$ cat src/rtl/inference_acc_requant.sv
// Bias-seeded accumulator over signed products, requantized (round, shift, saturate) to an activation.
// Optional INFERENCE_ACC_REQUANT_RELU_EN: negative results are forced to zero.
module inference_acc_requant #(
    parameter int IN_WIDTH  = 11,
    parameter int ACC_WIDTH = 20,
    parameter int OUT_WIDTH = 8,
    parameter int SHIFT     = 4,
    parameter int MAX_TERMS = 64,
    parameter int CNT_WIDTH = 7
) (
    input  logic                 clk,
    input  logic                 reset,
    input  logic                 ce,
    input  logic [ACC_WIDTH-1:0] bias,
    input  logic                 in_valid,
    output logic                 in_ready,
    input  logic [IN_WIDTH-1:0]  in_data,
    input  logic                 in_last,
    output logic                 out_valid,
    input  logic                 out_ready,
    output logic [OUT_WIDTH-1:0] out_data,
    output logic                 out_sat,
    output logic                 out_err
);
    // state | meaning
    // ACCUM | accepting terms of the current vector
    // HOLD  | result presented, waiting for downstream handshake
    typedef enum logic {ACCUM, HOLD} state_t;

    localparam logic signed [ACC_WIDTH:0] RND     = (ACC_WIDTH+1)'(1) << (SHIFT-1);
    localparam logic signed [ACC_WIDTH:0] OUT_MAX = (ACC_WIDTH+1)'((1 << (OUT_WIDTH-1)) - 1);
    localparam logic signed [ACC_WIDTH:0] OUT_MIN = -OUT_MAX - (ACC_WIDTH+1)'(1);
    localparam logic [ACC_WIDTH-1:0]      ACC_MAX = {1'b0, {(ACC_WIDTH-1){1'b1}}};
    localparam logic [ACC_WIDTH-1:0]      ACC_MIN = {1'b1, {(ACC_WIDTH-1){1'b0}}};

    state_t                 state;
    logic [ACC_WIDTH-1:0]   acc;
    logic [CNT_WIDTH-1:0]   cnt;
    logic                   acc_sat_seen;

    logic [ACC_WIDTH-1:0]          base;
    logic [ACC_WIDTH:0]            sum_wide;
    logic                          sum_ovf;
    logic [ACC_WIDTH-1:0]          sum;
    logic signed [ACC_WIDTH:0]     round_wide;
    logic signed [ACC_WIDTH:0]     shifted;
    logic [OUT_WIDTH-1:0]          q;
    logic                          clamp;
    logic                          sat_any;
    logic [CNT_WIDTH-1:0]          cnt_inc;
    logic                          by_count;
    logic                          accept;

    assign in_ready = ce & reset & (state == ACCUM);
    assign accept   = in_valid & in_ready;
    assign cnt_inc  = cnt + 1'b1;
    assign by_count = (cnt_inc == CNT_WIDTH'(MAX_TERMS));

    always_comb begin
        base     = (cnt == '0) ? bias : acc;
        sum_wide = {base[ACC_WIDTH-1], base}
                 + {{(ACC_WIDTH+1-IN_WIDTH){in_data[IN_WIDTH-1]}}, in_data};
        sum_ovf  = sum_wide[ACC_WIDTH] != sum_wide[ACC_WIDTH-1];
        if (sum_ovf)
            sum = sum_wide[ACC_WIDTH] ? ACC_MIN : ACC_MAX;
        else
            sum = sum_wide[ACC_WIDTH-1:0];

        // one guard bit so adding the rounding constant cannot wrap
        round_wide = $signed({sum[ACC_WIDTH-1], sum}) + RND;
        shifted    = round_wide >>> SHIFT;

        q     = shifted[OUT_WIDTH-1:0];
        clamp = 1'b0;
        if (shifted > OUT_MAX) begin
            q     = OUT_MAX[OUT_WIDTH-1:0];
            clamp = 1'b1;
        end else if (shifted < 0) begin
`ifdef INFERENCE_ACC_REQUANT_RELU_EN
            q = '0;
`else
            if (shifted < OUT_MIN) begin
                q     = OUT_MIN[OUT_WIDTH-1:0];
                clamp = 1'b1;
            end
`endif
        end
        sat_any = clamp | sum_ovf | ((cnt != '0) & acc_sat_seen);
    end

    always_ff @(posedge clk) begin
        if (!reset) begin
            state        <= ACCUM;
            acc          <= '0;
            cnt          <= '0;
            acc_sat_seen <= 1'b0;
            out_valid    <= 1'b0;
            out_data     <= '0;
            out_sat      <= 1'b0;
            out_err      <= 1'b0;
        end else if (ce) begin
            case (state)
                ACCUM: begin
                    if (accept) begin
                        if (in_last || by_count) begin
                            out_data     <= q;
                            out_sat      <= sat_any;
                            out_err      <= ~in_last;
                            out_valid    <= 1'b1;
                            cnt          <= '0;
                            acc_sat_seen <= 1'b0;
                            state        <= HOLD;
                        end else begin
                            acc          <= sum;
                            cnt          <= cnt_inc;
                            acc_sat_seen <= sat_any & ~clamp | ((cnt != '0) & acc_sat_seen) | sum_ovf;
                        end
                    end
                end
                HOLD: begin
                    if (out_valid && out_ready) begin
                        out_valid <= 1'b0;
                        state     <= ACCUM;
                    end
                end
                default: state <= ACCUM;
            endcase
        end
    end
endmodule
$ cat config.mk
export PLATFORM = sky130hd
export DESIGN_NAME = inference_acc_requant
export DESIGN_NICKNAME = d
export VERILOG_FILES = /design/src/rtl/inference_acc_requant.sv
export SDC_FILE = /design/constraint.sdc
export NUM_CORES = 1
export LEC_CHECK = 0
export ABC_AREA = 1
export BUFFER_PORTS_ARGS = -buffer_cell sky130_fd_sc_hd__buf_2
export CORE_ASPECT_RATIO = 1.25
export CORE_MARGIN = 8
export CORE_UTILIZATION = 54
export DETAILED_ROUTE_END_ITERATION = 12
export PLACE_DENSITY = 0.78
export SLEW_MARGIN = 30
export SYNTH_ARGS = -nofsm -noshare
export SYNTH_HDL_FRONTEND = slang
export SYNTH_SLANG_ARGS = --single-unit
$ cat constraint.sdc
create_clock -name clk -period 4.8 [get_ports clk]
set_input_delay 0.24 -clock clk [delete_from_list [all_inputs] [get_ports clk]]
set_output_delay 0.24 -clock clk [all_outputs]
set_load 0.02 [all_outputs]
### After elaboration in Yosys (flattened, before gate mapping)

Index checks and enable logic that the tools add are counted.

| storage, ports and cells | value |
|---|---|
| flip-flop bits (word level) | 40 |
| input bits | 37 |
| output and inout port bits | 12 |
| logic and storage cells | 59 |

| operators by class | value |
|---|---|
| add/sub/neg operators | 3 |
| $lt $le $gt $ge | 3 |
| eq/ne operators | 5 |
| muxes and demuxes | 19 |
| bitwise operators | 13 |
| reduce and logical (&&, ||, !) cells | 8 |

Operator list:

| kind | number |
|---|---|
| 20-bit 2-to-1 mux | 3 |
| 8-bit 2-to-1 mux | 3 |
| 20-bit by 11-bit adder with 21-bit output | 1 |
| 20-bit by 5-bit adder with 21-bit output, second input constant | 1 |
| 17-bit by 8-bit greater-than comparator with 1-bit output, second input constant | 1 |
| 17-bit by 1-bit less-than comparator with 1-bit output, second input constant | 1 |
| 17-bit by 8-bit less-than comparator with 1-bit output, second input constant | 1 |
| 4-bit AND reduction | 3 |
| 1-bit 2-to-1 mux | 10 |
| 7-bit by 1-bit adder with 7-bit output, second input constant | 1 |
| 7-bit equality test, second input constant | 1 |
| 7-bit logical NOT | 1 |
| 7-bit 2-to-1 mux | 1 |
| 7-bit nonzero test | 1 |
| 1-bit bitwise AND | 5 |
| 2-bit by 1-bit inequality test with 1-bit output, second input constant | 2 |
| 1-bit inverter | 4 |
| 1-bit OR | 4 |
| 1-bit one-hot mux with 2 select lines | 2 |
| 3-bit AND reduction | 1 |
| 2-bit inequality test, second input constant | 1 |
| 1-bit logical AND | 1 |
| 1-bit logical OR | 1 |
| 1-bit inequality test | 1 |

### Longest topological paths before layout

| depth | value |
|---|---|
| depth in word-level cells | 16 |
| gate-level depth with buffers | 38 |
| mapped depth without buffers | 37 |

### Worst setup path before layout

No wires, ideal clock.

| path | value |
|---|---|
| path kind | reg-to-reg |
| start | reg cnt[0] |
| end | reg out_data[0] |
| setup time | 0.122 ns |
| arrival | 4.592 ns |
| required time | 4.678 ns |
| slack | 0.086 ns |
| stages on the path, launching flop included | 37 |
| path buffers | 3 |
| period minus slack after synthesis | 4.714 ns |
| path through | dfxtp_1 -> inv_1 -> ha_1 -> inv_1 -> nor2_1 -> nand3_1 -> clkbuf_1 -> clkbuf_1 -> nand2_1 -> nand2_1 -> ha_1 -> nand2_1 -> inv_1 -> nand2_1 -> nand2_1 -> inv_1 -> nand2_1 -> nand2_1 -> nand3_2 -> nand2_1 -> nand2_2 -> nand2_4 -> buf_2 -> nand2_1 -> inv_1 -> ha_1 -> nand3_1 -> nor2_4 -> nand3_1 -> nand2_1 -> inv_1 -> nor4_1 -> nand4_1 -> ha_1 -> nand3b_1 -> a21oi_1 -> a21oi_2 |

| between the ends | value |
|---|---|
| word-level cells in the longest chain between the ends | 10 |
| elaborated cells on any way between the ends | 17 |
| classes of those cells | add/sub (3); order compare (3); eq/ne (2); mux (6); reduce/logical (3) |

RTL lines:

| item | line | source |
|---|---|---|
| start, declared | 38 | `logic [CNT_WIDTH-1:0] cnt;` |
| start signal, assigned | 115 | `cnt <= cnt_inc;` |
| 7-bit logical NOT (*) | 60 | `base = (cnt == '0) ? bias : acc;` |
| 20-bit 2-to-1 mux (*) | 60 |  |
| 20-bit by 11-bit adder with 21-bit output (*) | 62 | `+ {{(ACC_WIDTH+1-IN_WIDTH){in_data[IN_WIDTH-1]}}, in_data};` |
| 20-bit 2-to-1 mux / 1-bit inequality test (equally long branches) | 65, 63 |  |
| 20-bit 2-to-1 mux (*) | 64 | `if (sum_ovf)` |
| named net sum[4] | 44 | `logic [ACC_WIDTH-1:0] sum;` |
| 20-bit by 5-bit adder with 21-bit output (*) | 70 | `round_wide = $signed({sum[ACC_WIDTH-1], sum}) + RND;` |
| 17-bit by 8-bit less-than comparator with 1-bit output | 82 | `if (shifted < OUT_MIN) begin` |
| 8-bit 2-to-1 mux | 82 |  |
| 8-bit 2-to-1 mux | 78 | `end else if (shifted < 0) begin` |
| 8-bit 2-to-1 mux (*) | 75 | `if (shifted > OUT_MAX) begin` |
| end signal, assigned | 106 | `out_data <= q;` |
| end, declared | 21 | `output logic [OUT_WIDTH-1:0] out_data,` |

The timed path passes the listed nets; every way through them passes the cells marked *.
A chain may end at the register's enable or synchronous reset.

### Final worst setup path

| path | value |
|---|---|
| start | reg cnt[0] |
| end | reg out_data[3] |

| between the ends | value |
|---|---|
| word-level cells in the longest chain between the ends | 10 |
| elaborated cells on any way between the ends | 17 |
| classes of those cells | add/sub (3); order compare (3); eq/ne (2); mux (6); reduce/logical (3) |

RTL lines:

| item | line |
|---|---|
| 7-bit logical NOT | 60 |
| 20-bit 2-to-1 mux | 60 |
| 20-bit by 11-bit adder with 21-bit output | 62 |
| 20-bit 2-to-1 mux / 1-bit inequality test (equally long branches) | 65, 63 |
| 20-bit 2-to-1 mux | 64 |
| 20-bit by 5-bit adder with 21-bit output | 70 |
| 17-bit by 8-bit less-than comparator with 1-bit output | 82 |
| 8-bit 2-to-1 mux | 82 |
| 8-bit 2-to-1 mux | 78 |
| 8-bit 2-to-1 mux | 75 |

Several ways; a longest one is shown, not always the timed one.

==> impl_metrics.json <==
{
  "run_status": "complete, but fails checks",
  "violated_checks": "setup timing",
  "worstPathMaxFanout": 6,
  "rows": 34,
  "tightest_slew_ps": 721,
  "drv_cap": 0,
  "critical_path.startpoint_type": "flip-flop",
  "pin_count_of_the_biggest_net_entering_global_routing": 39,
  "final_period_minus_worst_setup_slack_ps": 4850,
  "most_common_cell_after_layout_fill_and_taps_aside": "sky130_fd_sc_hd__nand2_1",
  "initial_util_pct": 55.6,
  "globalRouteOverflowTotal": 0,
  "power.ir.vdd_worst_v": 0.000221,
  "h-tree-depth": 2,
  "postLayoutCellArea_um2": 5380,
  "clock-skew-final_ps": 8.15,
  "yosys.cell_types.count": 39,
  "synth_warnings": 0,
  "sequential_cell_area_um2": 803,
  "total_detailed_routing_wirelength_um": 13700,
  "tns_ps": -229,
  "synthesized_area_divided_by_synthesized_cell_count_um2": 6.21,
  "multi_input_area_um2": 3490,
  "first_pass_iters": 5,
  "antenna_violating_nets_post_route": 0,
  "fp.dieH_um": 111,
  "endpoint_kind": "flip-flop",
  "logic_depth_of_the_worst_register_to_register_path": 32,
  "final_hold_viols": 0,
  "critPathSlowestCell": "sky130_fd_sc_hd__dfxtp_2",
  "dr_total_vias": 4618,
  "cp_num_cells": 32,
  "final.fill_count": 459,
  "postSynthCellCount": 621,
  "hold_path.class": "in2reg",
  "placedInstanceArea_um2": 4270,
  "via_per_inst": 5.77,
  "cts.clk_slew.worst_paths_ps": 90,
  "antennaDiodeCount": 0,
  "grt_first_pass_wirelength_um": 19300,
  "holdPathStages": 2,
  "worst_slack_ps": -53.7,
  "grt_pass1_vias": 4194,
  "critical_path.top_delay_family": "simple AND/OR/NAND/NOR gates",
  "timing_max_transition_violations_final": 0,
  "finalHoldWorstSlack_ps": 117,
  "netlist_area_before_placement_um2": 3860,
  "core_area_um2": 6930,
  "timing.fmax_ghz": 0.206,
  "cp.arrival_ps": 5050,
  "critical_path_buf_inv_count": 6,
  "final_min_period_over_clock_period_pct": 101,
  "proportion_of_synthesized_chip_area_in_sequential_cells_pct": 20.8,
  "cts_tree": "done",
  "grt_setup_unrepaired": "yes",
  "antenna_found_initial": 0,
  "worst_skew_pair.late_latency_ps": 310,
  "worstSetupPathType": "reg2reg",
  "cts.sinks": 40,
  "post-route-drc-count": 0,
  "place.gp.congestion": 0.952,
  "final_cell_mix": "sky130_fd_sc_hd__nand2_1 (169), sky130_fd_sc_hd__buf_2 (48), sky130_fd_sc_hd__nand2_2 (45)",
  "hpwl_um": 8890,
  "data_required_time_at_the_worst_endpoint_ps": 5000,
  "drive_above_1_share_pct": 38.3,
  "syn2layout_area_growth_pct": 39.4,
  "design.final.nets": 772,
  "port_buffers": 48,
  "report.final.setup_viol": 5,
  "static-leakage-power_nw": 2.49,
  "max-clock-path-buffers": 2,
  "worst_path_largest_cell_delay_ps": 340,
  "drt-initial-drc-count": 347,
  "synth-seq-cells": 40,
  "max-slew-margin-rel_pct": 51.7,
  "grtUsageTotal_pct": 22.8,
  "die_w_um": 91.6,
  "synth.net_count": 683,
  "cts.root.buffer_cell": "sky130_fd_sc_hd__clkbuf_8",
  "inserted_clock_buffers": 5,
  "place_worst_setup_slack_ps": -295,
  "pd_cells_nw_per_um2": 298,
  "ios": 49,
  "wl_per_cell_um": 17.1,
  "die_footprint_um2": 10100,
  "critPathMostFrequentCell": "sky130_fd_sc_hd__nand2_2"
}
[final timing paths]
| check | from | end | slack [ps] |
|---|---|---|---|
| worst min-delay path | in_last | out_err | 120 |
| worst min register to register | acc[1] | acc[1] | 490 |
| worst max-delay path | cnt[0] | out_data[3] | -50 |
| worst max register to register | cnt[0] | out_data[3] | -50 |
[synthesized netlist by cell type, drive strengths merged]
library cell | instances | area share [%]
a211oi | 1 | 0.19
a21oi | 65 | 9.8
a221oi | 1 | 0.23
a22oi | 1 | 0.19
and2 | 2 | 0.42
buf | 3 | 0.71
clkbuf | 13 | 1.3
clkinv | 1 | 0.097
dfxtp | 40 | 21
fa | 1 | 0.52
ha | 24 | 7.8
inv | 49 | 4.8
nand2 | 231 | 25
nand3 | 38 | 5.6
nand3b | 5 | 1.6
nand4 | 10 | 1.6
nor2 | 63 | 7.3
nor3 | 8 | 1.3
nor4 | 1 | 0.16
o211ai | 1 | 0.19
o21ai | 32 | 4.2
o21bai | 3 | 0.58
or2 | 3 | 0.49
xnor2 | 10 | 2.3
xor2 | 15 | 3.4
[report_power, final]
part	switching, W	internal (W)	total [W]	leakage, nW
Combinational	0.000613	0.000353	0.000965	2.11
Clock	0.000133	0.000157	0.000289	0.0548
Sequential	0.00000576	0.000342	0.000348	0.325
[cells by family after synthesis]
group	count (synthesis)	share of synthesized area, %
AND/OR/NAND/NOR	361	43.1
AO/OA/AOI/OAI	104	15.3
buffers and inverters	66	6.84
flip-flops	40	20.8
XOR/XNOR	25	5.67
adder cells (fa/ha/maj)	25	8.30
[layout make-up]
cell class              count  area share (%)
repair inverters            2           0.279
repair buffers             95            12.1
inverters                  50            3.56
clock buffers               5            1.28
well taps                  90            2.09
multi-input cells         516            64.9
flip-flops and latches     40            14.9
clock inverters             3           0.861
[state kept, by name (all words and copies together), names as in the netlist]
register,cells
out_sat,1
out_valid,1
cnt,7
state,1
acc,20
out_data,8
acc_sat_seen,1
out_err,1
[what timing repair did]
item,CTS,global route
gates cloned,2,2
hold endpoints to repair,0,0
hold buffers,0,0
pin swaps,3,39
endpoints found under the setup margin,9,9
resized for setup,32,131
setup buffers,6,23
[per-stage QoR]
stage          utilization [%]  power (W)  std cells
5_1_grt                   77.6    0.00169        801
6_report                  77.6    0.00160        801
3_3_place_gp              61.5    0.00102        760
4_1_cts                   66.4    0.00136        776
3_5_place_dp              61.5    0.00103        760
2_1_floorplan                -   0.000869        621
[metal layers]
metal / track usage [%] / routed length (um) / vias to the layer above
met5: 0 / 0 / -
met4: 11.3 / 819 / 0
met3: 3.73 / 824 / 65
met2: 40.7 / 7000 / 221
met1: 25.0 / 5080 / 2131
li1: - / - / 2201
(Power assumes the default switching activity.)
